$ cat src/rtl/quant_packer.sv
// rtl/quant_packer.sv - packs int8 quantizer bytes into LANES-wide words behind a show-ahead FIFO
// Optional drop counter enabled by defining QPACK_STATS_EN.
module quant_packer #(
    parameter int LANES      = 8,
    parameter int FIFO_DEPTH = 16,
    parameter int CNT_W      = 20
) (
    input  logic                 clk,
    input  logic                 rst_n,
    input  logic [7:0]           data_in,
    input  logic                 valid_in,
    input  logic                 start,
    input  logic [CNT_W-1:0]     frame_len,
    output logic [8*LANES-1:0]   m_data,
    output logic [LANES-1:0]     m_keep,
    output logic                 m_last,
    output logic                 m_valid,
    input  logic                 m_ready,
    output logic                 busy,
    output logic                 overflow
`ifdef QPACK_STATS_EN
    ,
    output logic [15:0]          drop_count
`endif
);
    localparam int LANE_W = $clog2(LANES);
    localparam int PTR_W  = $clog2(FIFO_DEPTH);

    typedef enum logic [1:0] {S_IDLE, S_PACK, S_FLUSH} state_t;

    state_t               r_state, w_state_next;
    logic [LANE_W-1:0]    r_lane;
    logic [CNT_W-1:0]     r_remaining;
    logic [8*LANES-1:0]   r_word, w_word_cur;
    logic [LANES-1:0]     r_keep, w_keep_cur;
    logic                 w_start_acc, w_byte_acc, w_word_done;

    logic                 r_push_vld, r_push_last;
    logic [8*LANES-1:0]   r_push_data;
    logic [LANES-1:0]     r_push_keep;

    logic [8*LANES-1:0]   r_mem_data [FIFO_DEPTH];
    logic [LANES-1:0]     r_mem_keep [FIFO_DEPTH];
    logic                 r_mem_last [FIFO_DEPTH];
    logic [PTR_W-1:0]     r_wr_ptr, r_rd_ptr;
    logic [PTR_W:0]       r_count;
    logic                 w_empty, w_full, w_pop, w_push_ok, w_drop;

    always_comb begin
        w_state_next = r_state;
        w_start_acc  = 1'b0;
        w_byte_acc   = 1'b0;
        case (r_state)
            S_IDLE: begin
                if (start && (frame_len != '0)) begin
                    w_start_acc  = 1'b1;
                    w_state_next = S_PACK;
                end
            end
            S_PACK: begin
                if (valid_in) begin
                    w_byte_acc = 1'b1;
                    if (r_remaining == CNT_W'(1))
                        w_state_next = S_FLUSH;
                end
            end
            S_FLUSH: begin
                if (w_empty && !r_push_vld)
                    w_state_next = S_IDLE;
            end
            default: w_state_next = S_IDLE;
        endcase
    end

    always_comb begin
        w_word_cur = r_word;
        w_keep_cur = r_keep;
        w_word_cur[{r_lane, 3'b000} +: 8] = data_in;
        w_keep_cur[r_lane] = 1'b1;
        w_word_done = w_byte_acc &&
                      ((r_lane == LANE_W'(LANES-1)) || (r_remaining == CNT_W'(1)));
    end

    always_ff @(posedge clk or negedge rst_n) begin
        if (!rst_n) begin
            r_state     <= S_IDLE;
            r_lane      <= '0;
            r_remaining <= '0;
            r_word      <= '0;
            r_keep      <= '0;
            r_push_vld  <= 1'b0;
            r_push_data <= '0;
            r_push_keep <= '0;
            r_push_last <= 1'b0;
        end else begin
            r_state    <= w_state_next;
            r_push_vld <= w_word_done;
            if (w_word_done) begin
                r_push_data <= w_word_cur;
                r_push_keep <= w_keep_cur;
                r_push_last <= (r_remaining == CNT_W'(1));
            end
            if (w_start_acc) begin
                r_remaining <= frame_len;
                r_lane      <= '0;
                r_word      <= '0;
                r_keep      <= '0;
            end else if (w_byte_acc) begin
                if (r_remaining != '0)
                    r_remaining <= r_remaining - CNT_W'(1);
                if (w_word_done) begin
                    r_lane <= '0;
                    r_word <= '0;
                    r_keep <= '0;
                end else begin
                    r_lane <= r_lane + LANE_W'(1);
                    r_word <= w_word_cur;
                    r_keep <= w_keep_cur;
                end
            end
        end
    end

    // A full FIFO still accepts a push when the head is popped on the same edge.
    assign w_empty   = (r_count == '0);
    assign w_full    = (r_count == (PTR_W+1)'(FIFO_DEPTH));
    assign w_pop     = m_valid && m_ready;
    assign w_push_ok = r_push_vld && (!w_full || w_pop);
    assign w_drop    = r_push_vld && w_full && !w_pop;

    always_ff @(posedge clk) begin
        if (w_push_ok) begin
            r_mem_data[r_wr_ptr] <= r_push_data;
            r_mem_keep[r_wr_ptr] <= r_push_keep;
            r_mem_last[r_wr_ptr] <= r_push_last;
        end
    end

    always_ff @(posedge clk or negedge rst_n) begin
        if (!rst_n) begin
            r_wr_ptr <= '0;
            r_rd_ptr <= '0;
            r_count  <= '0;
        end else begin
            if (w_push_ok) r_wr_ptr <= r_wr_ptr + PTR_W'(1);
            if (w_pop)     r_rd_ptr <= r_rd_ptr + PTR_W'(1);
            case ({w_push_ok, w_pop})
                2'b10:   r_count <= r_count + (PTR_W+1)'(1);
                2'b01:   r_count <= r_count - (PTR_W+1)'(1);
                default: r_count <= r_count;
            endcase
        end
    end

    always_ff @(posedge clk or negedge rst_n) begin
        if (!rst_n)           overflow <= 1'b0;
        else if (w_start_acc) overflow <= 1'b0;
        else if (w_drop)      overflow <= 1'b1;
    end

`ifdef QPACK_STATS_EN
    always_ff @(posedge clk or negedge rst_n) begin
        if (!rst_n)                              drop_count <= '0;
        else if (w_start_acc)                    drop_count <= '0;
        else if (w_drop && drop_count != 16'hFFFF) drop_count <= drop_count + 16'd1;
    end
`endif

    assign m_valid = !w_empty;
    assign m_data  = m_valid ? r_mem_data[r_rd_ptr] : '0;
    assign m_keep  = m_valid ? r_mem_keep[r_rd_ptr] : '0;
    assign m_last  = m_valid ? r_mem_last[r_rd_ptr] : 1'b0;
    assign busy    = (r_state != S_IDLE);
endmodule

$ cat config.mk
export PLATFORM = sky130hd
export DESIGN_NAME = quant_packer
export DESIGN_NICKNAME = d
export VERILOG_FILES = /design/src/rtl/quant_packer.sv
export SDC_FILE = /design/constraint.sdc
export NUM_CORES = 2
export LEC_CHECK = 0
export CORE_ASPECT_RATIO = 1.25
export CORE_UTILIZATION = 41
export CTS_CLUSTER_SIZE = 10
export DETAILED_ROUTE_END_ITERATION = 10
export PLACE_DENSITY_LB_ADDON = 0.05
export SLEW_MARGIN = 20
export SYNTH_ARGS = -nofsm -noshare
export SYNTH_HDL_FRONTEND = slang
export SYNTH_SLANG_ARGS = --single-unit
$ cat constraint.sdc
create_clock -name clk -period 12.95 [get_ports clk]
set_input_delay 2.59 -clock clk [delete_from_list [all_inputs] [get_ports clk]]
set_output_delay 2.59 -clock clk [all_outputs]
set_load 0.1 [all_outputs]
==> results.cfg <==
[global_routing]
grt_pass1_vias = 28500
grt_antenna_before_repair = 5
grt_remaining_overflow = 0
grt_max_degree = 99
grt_pass1_wl_um = 197000
globalRouteTotalUtil_pct = 21.0

[synth]
synth_flop_type = sky130_fd_sc_hd__edfxtp_1
postSynthAreaPerCell_um2 = 20.0
synth_enable_flop_cells = 1168
synth_warnings = 0
synth_cell_type_count = 56
synth_seq_area_share_pct = 74.7
postSynthCellCount = 2659
synth_area_um2 = 53200
asyncSetResetFlopFracSynth_pct = 13.7
synthesis.nets = 2709
yosys_register_bits = 1353

[detailed_routing]
detail_route.vias_per_cell = 5.83
route.detailed.drc = 0
vias = 26600
route.detailed.wl_per_inst_um = 29.3
route.final.wire_length_um = 134000
detailedRoute.firstIterationViolations = 2592
detail_route_antenna_nets = 0
drt_pass1_iterations = 5

[cts]
hold_buffers = 0
cts-htree-levels = 4
clkSinkCount = 1353
clk_pin_slew_worst_paths_ns = 0.06
worst_skew_pair_latency_ns = 0.77
cts_made_buffers = 154
cts-resized-gates = 0
cts_post_setup_buffers_inserted = 0
tritoncts = built
cts.root.buffer_cell = sky130_fd_sc_hd__clkbuf_16
cts.path.max_buffers = 3

[worst_setup_path]
critical_path_arrival_ns = 5.71
worstSetupEndpointType = output pin
cp-start-kind = register
timing.critical_path.required_ns = 10.36
critPathMaxFanout = 45
setup.worst_path.class = reg -> out
r2r_setup_slk_ns = 9.18

[sta]
final_setup_violations = 0
min_period_ns = 8.30
report.final.slew_viol_count = 0
slew_headroom_pct = 26.8
unrepaired_setup_endpoints_after_global_routing = no
final-hold-violation-count = 0
tightestPinTransition_ns = 1.09
fmax_mhz = 120
layout_worst_path_cycle_share_pct = 64.1
fin_worst_skew_ns = 0.0254
total_negative_setup_slack_ns = 0

[cells_and_area]
finalCoreUtilization_pct = 47.1
drive_above_1_share_pct = 22.0
layout-area-overhead-vs-synth_pct = 13.8
layout_commonest_cell = sky130_fd_sc_hd__edfxtp_1
design.final.nets = 2843
fill_cells = 10600
most-common-layout-cells = 1168 x sky130_fd_sc_hd__edfxtp_1, 365 x sky130_fd_sc_hd__mux4_2, 199 x sky130_fd_sc_hd__a21oi_1

[floorplan]
core_area_um2 = 129000
die_x_um = 324
die_height_um = 405
floorplan.io_pins = 109
starting_density_of_the_core_pct = 41.4
row_count = 147
die_area_um2 = 131000

[min_path]
timing.hold.worst.class = reg -> reg

[power_and_ir_drop]
power.leakage_nw = 19.5
power_density_nw_per_um2 = 254
peakVddDrop_v = 0.000307

[placed_design]
io_buffers = 108
gp_congestion = 0.770
dp.final_hpwl_um = 68100

[run_status]
status = completed

[job]
cap_violations = 0
path summary, 6_finish.rpt:
check / from / endpoint / cells after the start
max in group asynchronous: rst_n / r_rd_ptr[0] / 2
worst max-delay path: r_rd_ptr[0] / m_data[26] / 6
worst max register to register: r_remaining[3] / r_push_data[60] / 6
min in group asynchronous: rst_n / r_remaining[12] / 1
worst min register to register: r_keep[1] / r_keep[1] / 2
worst min-delay path: r_keep[1] / r_keep[1] / 2
power breakdown:
group          switching [mW]  internal [mW]  leakage [nW]
clock network            1.62           2.22          2.07
registers               0.783           5.48          13.1
logic                    3.34           1.92          4.42
total                    5.74           9.63          19.5
kinds of logic (layout without fill, tap and decap cells):
group                    after synthesis  in the layout  share of synthesized area [%]
multiplexers                         377            377                           15.7
XOR/XNOR                              14             14                          0.231
AND/OR/NAND/NOR                      362            362                           3.76
flip-flops                          1353           1353                           74.7
buffers and inverters                200            391                           1.48
adder cells (fa/ha/maj)               17             17                          0.400
other                                  0              2                              0
AO/OA/AOI/OAI                        336            336                           3.79
critical path: stages, from the launching register on:
cell	delay, ns
sky130_fd_sc_hd__dfrtp_4	0.93
sky130_fd_sc_hd__buf_4	0.74
sky130_fd_sc_hd__buf_4	0.84
sky130_fd_sc_hd__mux4_2	0.61
sky130_fd_sc_hd__mux4_2	0.49
sky130_fd_sc_hd__and2_1	0.19
sky130_fd_sc_hd__clkdlybuf4s50_1	0.96
registers in the layout, summed over array words and instances, names as in the netlist:
name and cells:
r_mem_last 16, r_mem_keep 128, r_push_vld 1, r_push_last 1
r_push_data 64, r_wr_ptr 4, r_mem_data 1024, r_rd_ptr 4
r_keep 8, r_push_keep 8, overflow 1, r_state 2
r_lane 3, r_word 64, r_remaining 20, r_count 5
area by class of cell:
| cell class | instances | area (µm²) | share of cell area [%] |
|---|---|---|---|
| multi-input combinational | 1106 | 12800 | 21.2 |
| sequential | 1353 | 39700 | 65.6 |
| clock buffer | 203 | 4140 | 6.85 |
| antenna | 2 | 5.00 | 0.00827 |
| clock inverter | 10 | 119 | 0.196 |
| inverter | 17 | 65.1 | 0.108 |
| tap | 1713 | 2140 | 3.54 |
| timing repair buffer | 161 | 1510 | 2.49 |
cell usage after synthesis (3+ instances only):
library cell	number	area share, %
sky130_fd_sc_hd__mux4_2	365	15
sky130_fd_sc_hd__and2_1	84	0.99
sky130_fd_sc_hd__nand4_1	64	0.75
sky130_fd_sc_hd__nor2_1	47	0.33
sky130_fd_sc_hd__and3_1	6	0.071
sky130_fd_sc_hd__o21ai_1	3	0.028
sky130_fd_sc_hd__a21oi_1	199	1.9
sky130_fd_sc_hd__nand2b_1	5	0.059
sky130_fd_sc_hd__or4_1	9	0.13
sky130_fd_sc_hd__mux2_2	3	0.064
sky130_fd_sc_hd__a221o_1	3	0.056
sky130_fd_sc_hd__o211ai_1	3	0.042
sky130_fd_sc_hd__inv_1	17	0.12
sky130_fd_sc_hd__a21boi_1	3	0.042
sky130_fd_sc_hd__edfxtp_1	1168	66
sky130_fd_sc_hd__a22o_1	18	0.30
sky130_fd_sc_hd__nand2_1	43	0.30
sky130_fd_sc_hd__or2_2	4	0.047
sky130_fd_sc_hd__dfrtp_1	185	8.7
sky130_fd_sc_hd__buf_2	28	0.26
sky130_fd_sc_hd__o21ai_0	14	0.13
sky130_fd_sc_hd__a22oi_1	49	0.69
sky130_fd_sc_hd__nor4_1	13	0.15
sky130_fd_sc_hd__nand3_1	60	0.56
sky130_fd_sc_hd__xor2_1	4	0.066
sky130_fd_sc_hd__a31oi_1	21	0.25
sky130_fd_sc_hd__a32o_1	3	0.056
sky130_fd_sc_hd__mux2i_1	9	0.17
sky130_fd_sc_hd__or3_1	8	0.094
sky130_fd_sc_hd__nor3_1	9	0.085
sky130_fd_sc_hd__clkbuf_1	120	0.85
sky130_fd_sc_hd__ha_1	17	0.40
sky130_fd_sc_hd__buf_1	35	0.25
sky130_fd_sc_hd__xnor2_1	10	0.16
sky130_fd_sc_hd__o311ai_0	4	0.066
metrics by stage:
step / power, mW / hold WS, ns / cells / setup slack (ns) / area (µm²)
after CTS: 15.6 / 0.501 / 4563 / 4.40 / 60500
final: 15.4 / 0.500 / 4565 / 4.65 / 60500
after global placement: 11.6 / 0.481 / 4350 / 5.29 / 56200
after detailed placement: 11.7 / 0.486 / 4350 / 5.25 / 56200
after global routing: 16.0 / 0.511 / 4563 / 4.21 / 60500
after floorplan: 10.1 / 0.463 / 2659 / 2.45 / 53200
layer usage:
layer	wire length (µm)	vias to the layer above	GRT usage (%)
li1	-	11200	-
met1	58000	14500	29.0
met2	67200	722	34.6
met3	6210	185	3.47
met4	2450	6	5.40
met5	36	-	0
(Power assumes the default switching activity.)
